`config.mk`:
```
export PLATFORM = sky130hd
export DESIGN_NAME = branch_update_sched
export DESIGN_NICKNAME = d
export VERILOG_FILES = /design/src/rtl/branch_update_sched_pkg.sv /design/src/rtl/branch_update_queue.sv /design/src/rtl/branch_update_sched.sv
export SDC_FILE = /design/constraint.sdc
export NUM_CORES = 1
export LEC_CHECK = 0
export BUFFER_PORTS_ARGS = -buffer_cell sky130_fd_sc_hd__buf_2
export CAP_MARGIN = 5
export CORE_MARGIN = 2
export CORE_UTILIZATION = 40
export CTS_CLUSTER_DIAMETER = 100
export CTS_CLUSTER_SIZE = 30
export DETAILED_ROUTE_END_ITERATION = 12
export PLACE_DENSITY = 0.58
export SLEW_MARGIN = 20
export SYNTH_ARGS = -nofsm -noshare
export SYNTH_HDL_FRONTEND = slang
export SYNTH_SLANG_ARGS = --single-unit
```
`constraint.sdc`:
```
create_clock -name clk -period 3.7 [get_ports clk]
set_input_delay 0.37 -clock clk [delete_from_list [all_inputs] [get_ports clk]]
set_output_delay 0.37 -clock clk [all_outputs]
set_load 0.05 [all_outputs]
```
`src/rtl/branch_update_sched_pkg.sv`:
```
// Shared types for the branch-predictor update scheduler: FSM states,
// per-cycle grant kinds and the queued {pc, taken} update entry.
package lab4_branch;

  typedef enum logic [0:0] {
    ST_NORMAL = 1'b0,
    ST_DRAIN  = 1'b1
  } sched_state_e;

  typedef enum logic [1:0] {
    GNT_IDLE   = 2'd0,
    GNT_LOOKUP = 2'd1,
    GNT_UPDATE = 2'd2
  } grant_e;

  typedef struct packed {
    logic [31:0] pc;
    logic        taken;
  } upd_entry_t;

endpackage

```
`src/rtl/branch_update_queue.sv`:
```
// DEPTH-entry FIFO of resolved-branch updates. The parent guarantees that
// push only happens when not full and pop only when not empty.
module branch_update_queue
  import lab4_branch::*;
#(
  parameter int DEPTH = 4
) (
  input  logic                     clk,
  input  logic                     reset,
  input  logic                     push,
  input  upd_entry_t               push_entry,
  input  logic                     pop,
  output upd_entry_t               head,
  output logic [$clog2(DEPTH):0]   count
);

  localparam int PW = $clog2(DEPTH);
  localparam int CW = $clog2(DEPTH) + 1;

  upd_entry_t      r_mem [DEPTH];
  logic [PW-1:0]   r_wr_ptr;
  logic [PW-1:0]   r_rd_ptr;
  logic [CW-1:0]   r_count;

  // Storage is deliberately left out of reset; only pointers/count matter.
  always_ff @(posedge clk) begin
    if (push) begin
      r_mem[r_wr_ptr] <= push_entry;
    end
  end

  always_ff @(posedge clk or negedge reset) begin
    if (!reset) begin
      r_wr_ptr <= '0;
      r_rd_ptr <= '0;
      r_count  <= '0;
    end else begin
      if (push) begin
        r_wr_ptr <= r_wr_ptr + PW'(1);
      end
      if (pop) begin
        r_rd_ptr <= r_rd_ptr + PW'(1);
      end
      case ({push, pop})
        2'b10:   r_count <= r_count + CW'(1);
        2'b01:   r_count <= r_count - CW'(1);
        default: r_count <= r_count;
      endcase
    end
  end

  assign head  = r_mem[r_rd_ptr];
  assign count = r_count;

endmodule

```
`src/rtl/branch_update_sched.sv`:
```
// Arbitrates the single gshare port between fetch lookups and queued
// execute-stage updates, with starvation limit and a full-queue drain mode.
module branch_update_sched
  import lab4_branch::*;
#(
  parameter int DEPTH        = 4,
  parameter int STARVE_LIMIT = 8
) (
  input  logic                     clk,
  input  logic                     reset,
  input  logic                     lookup_val,
  input  logic [31:0]              lookup_pc,
  output logic                     lookup_rdy,
  output logic                     lookup_pred,
  input  logic                     upd_val,
  output logic                     upd_rdy,
  input  logic [31:0]              upd_pc,
  input  logic                     upd_taken,
  output logic [31:0]              pred_pc,
  output logic                     pred_update_en,
  output logic                     pred_update_val,
  input  logic                     pred_prediction,
  output logic [$clog2(DEPTH):0]   count
);

  localparam int CW = $clog2(DEPTH) + 1;
  localparam int SW = $clog2(STARVE_LIMIT + 1);

  sched_state_e   r_state;
  logic [SW-1:0]  r_starve;

  grant_e         w_grant;
  upd_entry_t     w_head;
  upd_entry_t     w_push_entry;
  logic [CW-1:0]  w_count;
  logic           w_push;
  logic           w_pop;
  logic           w_not_empty;
  logic           w_starved;

  assign w_push_entry = '{pc: upd_pc, taken: upd_taken};
  assign upd_rdy      = (w_count < CW'(DEPTH));
  assign w_push       = upd_val && upd_rdy;
  assign w_pop        = (w_grant == GNT_UPDATE);
  assign w_not_empty  = (w_count != '0);
  assign w_starved    = (r_starve == SW'(STARVE_LIMIT));

  branch_update_queue #(
    .DEPTH (DEPTH)
  ) u_queue (
    .clk        (clk),
    .reset      (reset),
    .push       (w_push),
    .push_entry (w_push_entry),
    .pop        (w_pop),
    .head       (w_head),
    .count      (w_count)
  );

  // Gating with reset makes the outputs drop the instant reset asserts,
  // independent of whatever fetch is still presenting.
  always_comb begin
    w_grant = GNT_IDLE;
    if (reset) begin
      if (r_state == ST_DRAIN) begin
        if (w_not_empty) begin
          w_grant = GNT_UPDATE;
        end
      end else if (w_not_empty && (!lookup_val || w_starved)) begin
        w_grant = GNT_UPDATE;
      end else if (lookup_val) begin
        w_grant = GNT_LOOKUP;
      end
    end
  end

  always_comb begin
    pred_pc = '0;
    case (w_grant)
      GNT_UPDATE: pred_pc = w_head.pc;
      GNT_LOOKUP: pred_pc = lookup_pc;
      default:    pred_pc = '0;
    endcase
  end

  assign pred_update_en  = (w_grant == GNT_UPDATE);
  assign pred_update_val = (w_grant == GNT_UPDATE) && w_head.taken;
  assign lookup_rdy      = (w_grant == GNT_LOOKUP);
  assign lookup_pred     = (w_grant == GNT_LOOKUP) && pred_prediction;
  assign count           = w_count;

  always_ff @(posedge clk or negedge reset) begin
    if (!reset) begin
      r_starve <= '0;
    end else if ((w_grant == GNT_UPDATE) || !w_not_empty) begin
      r_starve <= '0;
    end else if ((w_grant == GNT_LOOKUP) && !w_starved) begin
      r_starve <= r_starve + SW'(1);
    end
  end

  // DRAIN pops every cycle, so count <= DEPTH/2+1 now means the post-pop
  // count is at or below half full.
  always_ff @(posedge clk or negedge reset) begin
    if (!reset) begin
      r_state <= ST_NORMAL;
    end else begin
      case (r_state)
        ST_NORMAL: begin
          if (w_count == CW'(DEPTH)) begin
            r_state <= ST_DRAIN;
          end
        end
        ST_DRAIN: begin
          if (w_count <= CW'(DEPTH / 2 + 1)) begin
            r_state <= ST_NORMAL;
          end
        end
        default: r_state <= ST_NORMAL;
      endcase
    end
  end

endmodule

```
==> results of run 1 <==
==> per-layer routing <==
layer / GRT usage / wire [um] / vias to the layer above
met5: 0 / 0 / -
met4: 0.04848 / 131 / 0
met3: 0.04673 / 501 / 10
met2: 0.2495 / 5724 / 69
met1: 0.1838 / 5118 / 1663
li1: - / - / 1635
==> stage by stage <==
| step | instance area, um^2 | power [W] |
|---|---|---|
| 2_1_floorplan | 5944 | 0.003385 |
| 3_3_place_gp | 6666 | 0.003717 |
| 3_5_place_dp | 6666 | 0.003743 |
| 4_1_cts | 7198 | 0.005239 |
| 5_1_grt | 7198 | 0.005435 |
| 6_report | 7198 | 0.005173 |
==> cell type report <==
class / instances / area, um^2 / area share
tap: 184 / 230.2 / 0.03198
timing repair buffer: 117 / 608.1 / 0.08448
sequential: 144 / 4268 / 0.5929
multi-input combinational: 187 / 1533 / 0.2129
clock inverter: 14 / 92.59 / 0.01286
inverter: 10 / 37.54 / 0.005215
clock buffer: 18 / 429.2 / 0.05962
==> how the worst max path moves through the flow <==
| stage | from | to | cells past startpoint |
|---|---|---|---|
| 5_1_grt | r_starve[0] | pred_pc[9] | 11 |
| 3_5_place_dp | r_starve[0] | pred_pc[1] | 10 |
| 6_report | r_starve[0] | pred_pc[27] | 11 |
| 3_3_place_gp | r_starve[0] | pred_pc[1] | 11 |
| 2_1_floorplan | u_queue.count[1] | pred_pc[0] | 7 |
| 4_1_cts | r_starve[0] | pred_pc[1] | 11 |
==> state kept, by name, indices dropped and copies added (netlist names) <==
register and cells:
u_queue.r_wr_ptr 2, u_queue.count 3, r_starve 4, u_queue.r_mem 132, u_queue.r_rd_ptr 2, r_state 1
==> cell families (layout without fill, tap and decap cells) <==
| logic type | after synthesis | count (layout) | synth area share |
|---|---|---|---|
| compound gates | 74 | 74 | 0.08293 |
| xor+xnor | 7 | 7 | 0.01031 |
| simple gates | 31 | 31 | 0.02863 |
| buf+inv | 29 | 159 | 0.02694 |
| mux | 65 | 65 | 0.1116 |
| fa+ha+maj | 10 | 10 | 0.02231 |
| flops | 144 | 144 | 0.7173 |
==> where the power goes <==
group / internal [W] / total [W] / leakage (nW) / switching (W)
Clock: 0.000851 / 0.00149 / 0.248 / 0.000636
Sequential: 0.00206 / 0.00227 / 1.35 / 0.000208
Combinational: 0.000521 / 0.00142 / 1.49 / 0.000898
==> cells in the mapped netlist (all sizes together) (2+ instances only) <==
master,number
nor2b,2
nand2,7
mux2i,64
or3,2
a21oi,5
buf,12
nand3b,2
nand3,3
xnor2,4
ha,9
clkbuf,7
o22ai,32
nor2,4
a21o,33
edfxtp,132
dfrtp,12
o21ai,4
and2,6
xor2,3
inv,10
==> flow_metrics.py, run 1 <==
metrics = {
    "detailed_routing": {
        "vias": 3377,
        "drt_iter0_drc": 160,
        "drt_first_pass_iters": 4,
        "vias_per_cell": 5.010,
        "drc": 0,
        "ant_nets": 0,
        "drt-total-wl_mm": 11.48,
        "post_drt_wl_per_cell_um": 17.03,
    },
    "placement": {
        "place_inst": 641,
        "io_buffer_count": 109,
        "dp_slack_ns": 0.7548,
        "gp_congestion": 0.7308,
        "dp_hpwl_mm": 6.878,
    },
    "cts": {
        "cts.sinks": 144,
        "cts_hold_buffers": 1,
        "ctsResizeCount": 0,
        "insertion_delay_ns": 0.41,
        "cts_buffer_depth": 2,
        "path_clk_slew_ns": 0.06,
        "numCtsBuffers": 17,
        "cts_root_buf": "clkbuf_16",
        "cts_tree": "done",
        "htreeDepth": 4,
        "cts_setup_buffers": 0,
    },
    "final_layout": {
        "n_fill_cell": 1279,
        "layout.cells.non_filler": 674,
        "layout_common_cells": "edfxtp_1 (132), buf_2 (109), mux2i_1 (64), a21o_1 (33), o22ai_1 (32)",
        "diodes": 0,
        "fin_util": 0.4953,
        "final_common_cell": "edfxtp_1",
        "layout-drive-gt1-share": 0.3122,
        "nNetsFinal": 557,
        "area_growth_pct": 21.09,
    },
    "yosys": {
        "ys_warn_count": 0,
        "avgSynthCellArea_um2": 16.51,
        "ys_seq_area_frac": 0.7173,
        "async_reset_ff_frac": 0.08333,
        "syn_inst": 360,
        "synth_top_cell_by_area": "edfxtp_1",
        "synth_seq_cells": 144,
        "synthFlopType": "edfxtp_1",
        "syn-num-nets": 440,
        "synth_area_leaders": "edfxtp_1 (67%), mux2i_1 (11%), dfrtp_1 (5.1%), a21o_1 (4.2%), o22ai_1 (3.4%)",
        "synth_edf_count": 132,
        "syn-cell-area_mm2": 0.005944,
        "synth_cell_type_count": 30,
        "synth_top_area_frac": 0.6668,
    },
    "worst_setup_path": {
        "cpMostUsedCell": "ha_1",
        "timing.rr.end": "u_queue.count[2]",
        "r2r-start": "r_starve[0]",
        "r2r_slack_ns": 1.16,
        "end_kind": "output port",
        "worstPathRequired_ns": 3.33,
        "crit_slowest_cell": "or3b_1",
        "worstPathMaxFanout": 19,
        "worst-path-buf-inv": 3,
        "startpoint_type": "flip-flop",
        "cpLargestDelayFamily": "simple AND/OR/NAND/NOR gates",
        "slowest_delay_ns": 0.41,
        "crit_arrival_ns": 2.98,
        "crit_type": "flip-flop to output port",
        "cp_cell_sequence": "inv_1, ha_1, nand3b_1, nand2_1, and3_1, ha_1, or3b_1, buf_4, o22ai_1, a21o_1, buf_2",
        "r2r_cells": 12,
    },
    "power": {
        "ir_drop_mv": 0.3161,
        "power_density_mw_per_mm2": 718.7,
        "leakage_nw": 3.089,
    },
    "timing": {
        "hold_ws_ns": 0.1698,
        "setup_tns_ns": 0,
        "fin_crit_ns": 3.354,
        "slew_headroom": 0.3350,
        "finClkSkew_ns": 0.005554,
        "period_share": 0.9065,
        "slew_viol_final": 0,
        "hold_viol_final": 0,
        "worst_slack_ns": 0.3459,
        "grt_setup_unrepaired": "false",
        "tightest_slew_ns": 0.9975,
        "setup_violations": 0,
        "fmax_ghz": 0.2981,
    },
    "floorplan": {
        "io-pin-count": 110,
        "dieArea_mm2": 0.01585,
        "die_h_um": 125.9,
        "dieWidth_um": 125.9,
        "start_util": 0.4090,
        "rows": 44,
        "core_area_mm2": 0.01453,
    },
    "min_path": {
        "hold_path.startpoint": "upd_pc[24]",
        "hold_end": "u_queue.r_mem[1][25]",
        "hp-class": "input port to flip-flop",
        "hold_depth": 1,
    },
    "job": {
        "cap_violations": 0,
    },
    "grt": {
        "grt_pass1_vias": 3375,
        "grt_pass1_wl_mm": 17.73,
        "grt_start_max_net_pins": 47,
        "antenna_found_initial": 0,
        "overflow": 0,
        "grt.total_usage": 0.1486,
    },
    "status": {
        "status": "complete, no violations",
    },
}
Note: power is estimated with default switching activity, not from simulation.
==> run 2, diff against run 1 <==
--- a/config.mk
+++ b/config.mk
@@ -10,10 +10,10 @@
 export CORE_MARGIN = 2
 export CORE_UTILIZATION = 40
 export CTS_CLUSTER_DIAMETER = 100
-export CTS_CLUSTER_SIZE = 30
+export CTS_CLUSTER_SIZE = 40
 export DETAILED_ROUTE_END_ITERATION = 12
-export PLACE_DENSITY = 0.58
-export SLEW_MARGIN = 20
+export PLACE_DENSITY = 0.6
+export SLEW_MARGIN = 25
 export SYNTH_ARGS = -nofsm -noshare
 export SYNTH_HDL_FRONTEND = slang
 export SYNTH_SLANG_ARGS = --single-unit
==> constraint.sdc (replaced) <==
create_clock -name clk -period 3 [get_ports clk]
set_input_delay 0.3 -clock clk [delete_from_list [all_inputs] [get_ports clk]]
set_output_delay 0.3 -clock clk [all_outputs]
set_load 0.05 [all_outputs]
==> run 2 against run 1 <==
  * The flow now finishes with violations (setup timing)
  * Final cell count increased by 4.0%
  * Critical path type unchanged
  * Worst setup slack worse by 0.37 ns
  * Largest power group unchanged
  * Core utilization increased by 6.2 points
==> flow_metrics.py, run 2 (synthesis results as in run 1) <==
metrics = {
    "cts": {
        "cts.sinks": 144,
        "numCtsBuffers": 17,
        "insertion_delay_ns": 0.41,
        "path_clk_slew_ns": 0.05,
        "cts_root_buf": "clkbuf_16",
        "htreeDepth": 4,
        "cts_buffer_depth": 2,
        "cts_tree": "done",
    },
    "grt": {
        "overflow": 0,
        "grt_start_max_net_pins": 37,
        "grt_pass1_wl_mm": 19.49,
        "grt.total_usage": 0.1633,
        "antenna_found_initial": 1,
        "grt_pass1_vias": 3721,
    },
    "placement": {
        "dpl_cell_area_mm2": 0.006784,
        "gp_congestion": 0.7378,
        "io_buffer_count": 109,
        "dp_slack_ns": 0.08679,
        "dp_hpwl_mm": 7.483,
    },
    "worst_setup_path": {
        "end_kind": "output port",
        "cpMostUsedCell": "ha_4",
        "r2r_cells": 9,
        "crit_type": "flip-flop to output port",
        "cp_cell_sequence": "inv_2, ha_4, and3b_2, a21oi_4, ha_4, or3b_4, buf_12, buf_16, o22ai_2, a21o_1, buf_6",
        "r2r-start": "u_queue.count[0]",
        "cp-startpoint": "r_starve[0]",
        "worstPathMaxFanout": 6,
        "crit_arrival_ns": 2.73,
        "r2r_slack_ns": 0.59,
        "worstPathRequired_ns": 2.70,
        "timing.rr.end": "u_queue.count[1]",
        "slowest_delay_ns": 0.44,
        "startpoint_type": "flip-flop",
        "crit_slowest_cell": "or3b_4",
    },
    "final_layout": {
        "biggestRegsByFlops": "u_queue.r_mem: 132 flops, r_starve: 4 flops, u_queue.count: 3 flops",
        "final_area_mm2": 0.008099,
        "regMostFlops": "u_queue.r_mem",
        "layout_common_cells": "edfxtp_1 (132), buf_2 (77), mux2i_1 (64), buf_6 (35), a21o_1 (33)",
        "largest_register_ff_count": 132,
        "nNetsFinal": 583,
        "area_growth_pct": 36.25,
        "n_fill_cell": 1191,
        "final_common_cell": "edfxtp_1",
        "layout-drive-gt1-share": 0.4128,
    },
    "detailed_routing": {
        "ant_nets": 0,
        "vias": 3554,
        "vias_per_cell": 5.070,
        "drc": 0,
        "drt_first_pass_iters": 4,
        "drt-total-wl_mm": 12.56,
        "drt_iter0_drc": 254,
        "post_drt_wl_per_cell_um": 17.91,
    },
    "status": {
        "status": "finished with violations",
        "violations": "setup timing",
    },
    "floorplan": {
        "start_util": 0.4090,
        "dieArea_mm2": 0.01585,
        "die_h_um": 125.9,
        "dieWidth_um": 125.9,
        "io-pin-count": 110,
        "rows": 44,
        "core_area_mm2": 0.01453,
    },
    "min_path": {
        "hp-class": "input port to flip-flop",
        "hold_depth": 1,
        "hold_end": "u_queue.r_mem[3][29]",
        "hold_path.startpoint": "upd_pc[28]",
    },
    "timing": {
        "tightest_slew_ns": 0.6394,
        "slew_headroom": 0.5737,
        "grt_setup_unrepaired": "true",
        "slew_viol_final": 0,
        "setup_violations": 6,
        "worst_slack_ns": -0.02755,
        "finClkSkew_ns": 0.007778,
        "hold_viol_final": 0,
        "fin_crit_ns": 3.028,
        "fmax_ghz": 0.3303,
        "period_share": 1.009,
    },
    "power": {
        "leakage_nw": 3.352,
        "finalPower_w": 0.007039,
        "ir_drop_mv": 0.4351,
        "power_density_mw_per_mm2": 869.1,
    },
    "job": {
        "cap_violations": 0,
    },
}
## run 2: worst max-delay path by stage
stage / slack [ns] / to / cells past startpoint
after CTS: -0.05 / pred_pc[1] / 9
after global placement: 0.13 / pred_pc[1] / 10
final: -0.03 / pred_pc[13] / 11
after floorplan: 0.10 / pred_pc[0] / 7
after detailed placement: 0.09 / pred_pc[1] / 10
after global routing: -0.13 / pred_pc[20] / 11
## run 2: timing repair
action	CTS	global route
hold buffers	1	0
gates cloned	2	1
pin swaps	6	9
gates resized for setup	120	20
setup buffers	10	6
hold endpoints to repair	12	0
endpoints found under the setup margin	32	32
## run 2: power breakdown
group	total [W]	switching [W]	internal, W	leakage [nW]
clock	0.00193	0.000723	0.00121	0.258
sequential	0.00275	0.000218	0.00253	1.35
combinational	0.00236	0.00138	0.000983	1.74
total	0.00704	0.00232	0.00472	3.35
## run 2: routing by layer
layer / part of all wire / GRT usage / wire, um
met2: 0.51 / 0.2783 / 6447
met4: 0.0093 / 0.05495 / 117
met3: 0.053 / 0.05055 / 663
met1: 0.42 / 0.1978 / 5329
met5: 0 / 0 / 0
## run 2: final cells by class
type,count,area [um^2],share of cell area
flip-flops and latches,144,4268,0.5270
multi-input cells,187,1894,0.2339
repair buffers,143,1127,0.1392
clock buffers,23,447.9,0.05531
well taps,184,230.2,0.02843
clock inverters,9,91.34,0.01128
inverters,10,37.54,0.004635
diodes,1,2.502,0.0003090
## run 2: per-stage QoR
step                hold slack, ns  cells    util  setup TNS (ns)
finish                      0.1055    701  0.5572        -0.08517
CTS                        0.08345    696  0.5502         -0.9970
global placement            0.1101    651  0.4668               0
floorplan                 0.004409    360       -               0
detailed placement          0.1084    651  0.4668               0
global route               0.08046    700  0.5571          -1.529
## run 2: critical path, delay by kind of cell, from the launching register on
family	cells	cell delay (ns)
flip-flops	1	0.36
AND/OR/NAND/NOR	2	0.67
adder cells (fa/ha/maj)	2	0.37
AO/OA/AOI/OAI	3	0.40
buffers and inverters	4	0.49
